`src/rtl/dm_cache.sv`:
```
// dm_cache: direct-mapped, write-back, write-allocate data cache.
// Hits resolve combinationally; misses stall the CPU side while the victim
// line is written back (if dirty) and the new line is refilled word-serially.
module dm_cache #(
    parameter int unsigned LINES = 16,
    parameter int unsigned WORDS = 4
) (
    input  logic        clk_i,
    input  logic        reset_ni,
    input  logic        valid_i,
    input  logic [31:0] addr_i,
    input  logic        write_i,
    input  logic [31:0] wdata_i,
    input  logic [3:0]  wstrb_i,
    output logic [31:0] rdata_o,
    output logic        miss_o,
    output logic        ready_o,
    output logic        mem_req_o,
    output logic        mem_we_o,
    output logic [31:0] mem_addr_o,
    output logic [31:0] mem_wdata_o,
    input  logic        mem_ack_i,
    input  logic [31:0] mem_rdata_i
);

    localparam int unsigned WB = $clog2(WORDS);
    localparam int unsigned IB = $clog2(LINES);
    localparam int unsigned TB = 30 - WB - IB;

    typedef enum logic [1:0] {
        S_IDLE,
        S_WRITEBACK,
        S_REFILL
    } state_t;

    state_t          state_q;
    logic [WB-1:0]   cnt_q, cnt_d;
    logic [IB-1:0]   lidx_q;
    logic [TB-1:0]   ltag_q;
    logic [LINES-1:0] valid_q, dirty_q;
    logic [TB-1:0]   tag_q  [LINES];
    logic [31:0]     data_q [LINES][WORDS];

    logic [WB-1:0]   word_i;
    logic [IB-1:0]   idx_i;
    logic [TB-1:0]   tag_i;
    logic            hit, last_word, store_hit, wb_ack, rf_ack;
    logic [TB-1:0]   mem_tag;
    logic            unused_addr;

    assign word_i      = addr_i[2 +: WB];
    assign idx_i       = addr_i[2 + WB +: IB];
    assign tag_i       = addr_i[31 -: TB];
    assign unused_addr = ^addr_i[1:0];

    // Lookup, handshake and memory-port decode
    always_comb begin
        hit         = valid_q[idx_i] && (tag_q[idx_i] == tag_i);
        last_word   = (cnt_q == WB'(WORDS - 1));
        cnt_d       = cnt_q + WB'(1);
        ready_o     = (state_q == S_IDLE);
        miss_o      = ready_o && valid_i && !hit;
        store_hit   = ready_o && valid_i && write_i && hit;
        wb_ack      = (state_q == S_WRITEBACK) && mem_ack_i;
        rf_ack      = (state_q == S_REFILL) && mem_ack_i;
        rdata_o     = data_q[idx_i][word_i];
        mem_req_o   = (state_q != S_IDLE);
        mem_we_o    = (state_q == S_WRITEBACK);
        mem_tag     = mem_we_o ? tag_q[lidx_q] : ltag_q;
        mem_addr_o  = {mem_tag, lidx_q, cnt_q, 2'b00};
        mem_wdata_o = data_q[lidx_q][cnt_q];
    end

    // Controller FSM with per-line valid/dirty state
    always_ff @(posedge clk_i or negedge reset_ni) begin
        if (!reset_ni) begin
            state_q <= S_IDLE;
            cnt_q   <= '0;
            lidx_q  <= '0;
            ltag_q  <= '0;
            valid_q <= '0;
            dirty_q <= '0;
        end else begin
            case (state_q)
                S_IDLE: begin
                    if (store_hit) begin
                        dirty_q[idx_i] <= 1'b1;
                    end else if (miss_o) begin
                        lidx_q <= idx_i;
                        ltag_q <= tag_i;
                        cnt_q  <= '0;
                        if (valid_q[idx_i] && dirty_q[idx_i]) begin
                            state_q <= S_WRITEBACK;
                        end else begin
                            valid_q[idx_i] <= 1'b0;
                            state_q        <= S_REFILL;
                        end
                    end
                end
                S_WRITEBACK: begin
                    if (mem_ack_i) begin
                        cnt_q <= cnt_d;
                        if (last_word) begin
                            valid_q[lidx_q] <= 1'b0;
                            dirty_q[lidx_q] <= 1'b0;
                            state_q         <= S_REFILL;
                        end
                    end
                end
                S_REFILL: begin
                    if (mem_ack_i) begin
                        cnt_q <= cnt_d;
                        if (last_word) begin
                            valid_q[lidx_q] <= 1'b1;
                            dirty_q[lidx_q] <= 1'b0;
                            state_q         <= S_IDLE;
                        end
                    end
                end
                default: state_q <= S_IDLE;
            endcase
        end
    end

    // Tag and data arrays (not reset): store-hit byte merge and refill writes
    always_ff @(posedge clk_i) begin
        if (store_hit) begin
            for (int unsigned b = 0; b < 4; b++) begin
                if (wstrb_i[b]) begin
                    data_q[idx_i][word_i][8*b +: 8] <= wdata_i[8*b +: 8];
                end
            end
        end
        if (rf_ack) begin
            data_q[lidx_q][cnt_q] <= mem_rdata_i;
            if (last_word) begin
                tag_q[lidx_q] <= ltag_q;
            end
        end
    end

endmodule

```
`config.mk`:
```
export PLATFORM = sky130hd
export DESIGN_NAME = dm_cache
export DESIGN_NICKNAME = d
export VERILOG_FILES = /design/src/rtl/dm_cache.sv
export SDC_FILE = /design/constraint.sdc
export NUM_CORES = 2
export LEC_CHECK = 0
export CAP_MARGIN = 20
export CORE_MARGIN = 5
export CORE_UTILIZATION = 57
export DETAILED_ROUTE_END_ITERATION = 12
export PLACE_DENSITY = 0.77
export SLEW_MARGIN = 5
export SYNTH_ARGS = -nofsm -noshare
export SYNTH_HDL_FRONTEND = slang
export SYNTH_SLANG_ARGS = --single-unit
```
`constraint.sdc`:
```
create_clock -name clk_i -period 4.54 [get_ports clk_i]
set_input_delay 0.454 -clock clk_i [delete_from_list [all_inputs] [get_ports clk_i]]
set_output_delay 0.454 -clock clk_i [all_outputs]
set_load 0.02 [all_outputs]
```
## Yosys cells after proc, flatten, opt, wreduce, memory -nomap -nowiden

Memories as Yosys holds them, arrays and structs flattened.
Index checks and enable logic that the tools add are counted.

| storage, ports and cells | value |
|---|---|
| bits in registers | 64 |
| memory bits (writable) | 2,432 |
| input bits | 105 |
| output and inout port bits | 100 |
| memories | 2 |

| operators by class | value |
|---|---|
| add/subtract/negate cells | 1 |
| order comparisons | 8 |
| equal/unequal tests | 14 |
| muxes and demuxes | 453 |
| bitwise gates (word level) | 394 |
| reductions and logical operators | 23 |

Memory list:

| name | words | width | rd ports | clocked after Yosys merged registers in | wr ports | RTL line | text |
|---|---|---|---|---|---|---|---|
| data_q | 16 | 128 | 2 | 0 | 1 | 42 | `logic [31:0] data_q [LINES][WORDS];` |
| tag_q | 16 | 24 | 2 | 0 | 1 | 41 | `logic [TB-1:0] tag_q [LINES];` |

Operator list:

| operator | number |
|---|---|
| 2-to-1 mux 128 bit | 7 |
| 2-to-1 mux 1 bit | 400 |
| bitwise OR 1 bit | 384 |
| demux 32 bit (select 2 bit) | 5 |
| 2-to-1 mux 32 bit | 6 |
| 2-to-1 mux 16 bit | 11 |
| binary-select mux 32 bit (select 2 bit) | 2 |
| OR reduction 128 bit | 1 |
| bitwise AND 16 bit | 3 |
| 2-to-1 mux 24 bit | 2 |
| case mux 16 bit (3 select lines) | 1 |
| NOT 16 bit | 2 |
| bitwise OR 16 bit | 2 |
| case mux 16 bit (2 select lines) | 1 |
| == test 24 bit | 1 |
| 2-to-1 mux 2 bit | 10 |
| logical AND 1 bit | 11 |
| < comparator 4 x 5 -> 1 bit, second input constant | 2 |
| inequality test 2 x 1 -> 1 bit, second input constant | 5 |
| inequality test 2 bit, second input constant | 5 |
| binary-select mux 1 bit (select 4 bit) | 2 |
| demux 1 bit (select 4 bit) | 2 |
| >= comparator 4 x 1 -> 1 bit, second input constant | 2 |
| 2-to-1 mux 8 bit | 1 |
| other kinds (19) | 25 |

## Depth between registers and ports, before layout

| depth | value |
|---|---|
| word-level depth | 10 |
| gate-level depth with buffers | 18 |
| depth with buffers taken out | 10 |

## Worst setup path before layout

Ideal clock, no wire load.

| timing path | value |
|---|---|
| kind | input to output |
| start point | in addr_i[4] |
| end point | out rdata_o[0] |
| arrival | 4,093 ps |
| setup slack | -7 ps |
| stages on the path | 11 |
| path buffers | 8 |
| cells stage by stage | buf_4 > buf_8 > buf_6 > buf_4 > buf_4 > clkbuf_1 > clkbuf_1 > buf_1 > mux4_2 > mux4_2 > mux4_2 |

| between the ends | value |
|---|---|
| longest elaborated chain between the ends | 4 |

RTL lines:

| element | RTL line | text |
|---|---|---|
| from (decl) | 11 | `input logic [31:0] addr_i,` |
| memory (16 x 128 bit) | -- |  |
| binary-select mux 32 bit (select 2 bit) | 66 | `rdata_o = data_q[idx_i][word_i];` |
| 2-to-1 mux 32 bit (not written as such) (2 in a row) | 66 |  |
| to (decl) | 15 | `output logic [31:0] rdata_o,` |

No other way between the ends. The select of a mux whose other input is x is not followed.

==> out/results.tsv <==
metric	value	unit
outcome	complete, no violations	
DRC	0	
Routed WL per cell	38.3	um
Synth warnings	0	
Comb pwr share	33.7	%
final hold vios	0	
maximum resistive drop on vdd	0.431	mV
worst-skew pair later-pin latency	950	ps
Cell Rows	166	
combinational family with the most area after synthesis	multiplexers	
routability congestion estimate	0.869	
NetSw	23.6	mW
top_reg_cell synth	edfxtp_1	
Final Max Slew Viols	0	
GRT overflow	0	
Final nets	6232	
antenna-violating nets left	0	
met1 track demand over resource	42.7	%
Power Density	558	nW/um^2
Initial Util	57.1	%
crit path time final	4490	ps
WP data required	5140	ps
Ports	205	
critical path arrival	5090	ps
post-synthesis mux area share	31.2	%
Worst-Margin Slew	1180	ps
Switching Share	31.1	%
commonest non-fill, non-tap cell in the layout	edfxtp_1	
1st-iter DRT viols	10600	
most frequent cells in the layout	2432 x edfxtp_1, 1527 x mux4_2, 563 x buf_4	
final wirelength	345	mm
Post-DP HPWL	202	mm
Seq/Total Area, Yosys	64.0	%
simple-gate share of the synthesized area	1.63	%
largest net degree at the start of global routing	117	
Leak	43.7	nW
HP Class	in -> async	
GR Layer Usage met3	8.65	%
Critical Path End Type	flop	
DIE AREA	214000	sq um
area of the core	204000	sq um
Synth Area in XOR/XNOR	0.158	%
synthesis-to-finish area growth	16.8	%
fin cells	9011	
chip height	462	um
fmax	223	MHz
layout cells sized above 1	43.8	%
crit share post-route	98.9	%
cell internal pwr	52.3	mW
endpoints failing setup	0	
flops & latches, synth	2496	
clk slew on worst S/H paths	60	ps
skew final	76.8	ps
max_slew headroom	21.5	%
DR pass1 iterations	6	
vias in the first global route	68700	
RSZ-0062 raised after global routing	yes	
average vias per placed instance	7.44	
post-layout util	66.8	%
Root Driver	clkbuf_16	
initial antenna violation count	27	
WS Path Type	reg -> reg	
Die Span X	462	um
MaxCap Viol Count	0	
input/output buffers	200	
EDFF count, synth	2432	
Mapped Area	117000	sq um
Mapped Cells	5368	
Seq pwr share	38.4	%
Clock Path Buffers	4	
clock network fraction of total power	27.9	%
placed cell count	8451	
CTS tree	built	
syn avg cell area	21.7	sq um
via count	67000	
met2 Usage GRT	50.5	%
Async SR Flop Fraction	2.56	%
global-route wire length before repair	491	mm
gr usage total	32.4	%
gr busiest metal	met2	
adder-cell area share of the yosys netlist	0.0859	%
post-synthesis compound-gate area fraction	1.28	%
Synth cell types	69	
TritonCTS buffer count	276	
CTS sink count	2496	
startpoint types	flop	
H-tree depth	5	
crit-path max FO	16	
[critical path, cell delays in order, from the launching register on]
cell and delay, ps:
edfxtp_1 390, mux4_2 530, a32oi_2 330, nor2_1 70, a311o_1 420, nor4_2 210, nand4_1 160, or4_4 590
buf_4 220, nor4_2 290, buf_4 200, a21oi_1 110, buf_12 180, nor2_1 150, buf_4 260
[cell families (layout without fill, tap and decap cells)]
group                    Yosys count  count (layout)
other                              1              26
adder cells (fa/ha/maj)            8               8
AO/OA/AOI/OAI                    221             221
XOR/XNOR                          21              21
flip-flops                      2496            2496
buffers and inverters            454            1384
multiplexers                    1716            1716
AND/OR/NAND/NOR                  451             451
[final timing paths]
| check | start | end | slack (ps) | cells past startpoint |
|---|---|---|---|---|
| max in group asynchronous | reset_ni | lidx_q[0] | 3500 | 3 |
| hold reg to reg | dirty_q[14] | dirty_q[14] | 500 | 2 |
| hold / removal | reset_ni | ltag_q[4] | 130 | 2 |
| min in group clk_i | addr_i[7] | dirty_q[11] | 160 | 4 |
| setup reg to reg | tag_q[14][6] | data_q[13][108] | 50 | 14 |
| setup / recovery | tag_q[14][6] | data_q[13][108] | 50 | 14 |
[through the flow]
step	hold WS (ps)	worst slack, ps	instance area, sq um	total power [mW]	TNS (ps)
after floorplan	158	15.7	117000	44.0	0
after global placement	479	-166	126000	53.0	-97400
after detailed placement	485	-199	126000	53.4	-145790
after CTS	92.3	-10.5	135000	75.3	-25.9
after global routing	136	-23.5	136000	78.1	-117
final	133	47.8	136000	75.9	0
[layer usage]
layer	share of wire, %	vias up	wire length (um)
li1	-	25200	-
met1	33	35000	113000
met2	48	5635	165000
met3	13	1150	45200
met4	6.1	8	21000
met5	0.016	-	54
[layout make-up]
cell class	count	area, sq um
Multi-Input combinational cell	2419	40300
Antenna cell	24	60.1
Timing Repair Buffer	906	9390
Sequential cell	2496	74600
Clock inverter	108	927
Inverter	20	85.1
Tap cell	2688	3360
Fill cell	12400	67800
Clock buffer	350	7360
[power groups by stage]
stage | Sequential, mW | Combinational (mW) | Clock, mW
after detailed placement | 29.7 | 23.7 | 0
after global placement | 29.6 | 23.3 | 0
after floorplan | 29.2 | 14.8 | 0
after global routing | 29.2 | 26.4 | 22.4
final | 29.1 | 25.6 | 21.2
after CTS | 29.2 | 24.8 | 21.3
[sequential cells by signal, summed over array words and instances, names as in the netlist]
name	flops
data_q	2048
tag_q	384
ltag_q	24
dirty_q	16
valid_q	16
lidx_q	4
cnt_q	2
state_q	2
[cell usage after synthesis, types with 10 or more instances]
master | count | area share (%)
nor2_1 | 298 | 0.96
nor2b_1 | 12 | 0.064
o21ai_0 | 60 | 0.26
o31ai_1 | 29 | 0.19
a21oi_1 | 29 | 0.12
o22ai_1 | 11 | 0.059
nand3_1 | 18 | 0.077
buf_1 | 113 | 0.36
mux4_2 | 1527 | 30
buf_4 | 11 | 0.071
edfxtp_1 | 2432 | 63
inv_1 | 17 | 0.055
nand2_1 | 72 | 0.23
a22oi_1 | 21 | 0.14
xnor2_1 | 14 | 0.11
dfrtp_1 | 64 | 1.4
mux2i_1 | 95 | 0.82
buf_2 | 19 | 0.082
and3_1 | 10 | 0.054
a2bb2oi_1 | 11 | 0.083
clkbuf_1 | 282 | 0.91
mux2_2 | 94 | 0.91
[what timing repair did]
| item | in CTS | in global routing |
|---|---|---|
| endpoints found under the hold margin | 42 | 0 |
| resized for setup | 102 | 48 |
| pin swaps | 3 | 5 |
| hold buffers | 1 | 0 |
| setup endpoints to repair | 57 | 308 |
| gates cloned | 15 | 3 |
| buffers inserted | 18 | 15 |
(Power assumes the default switching activity.)
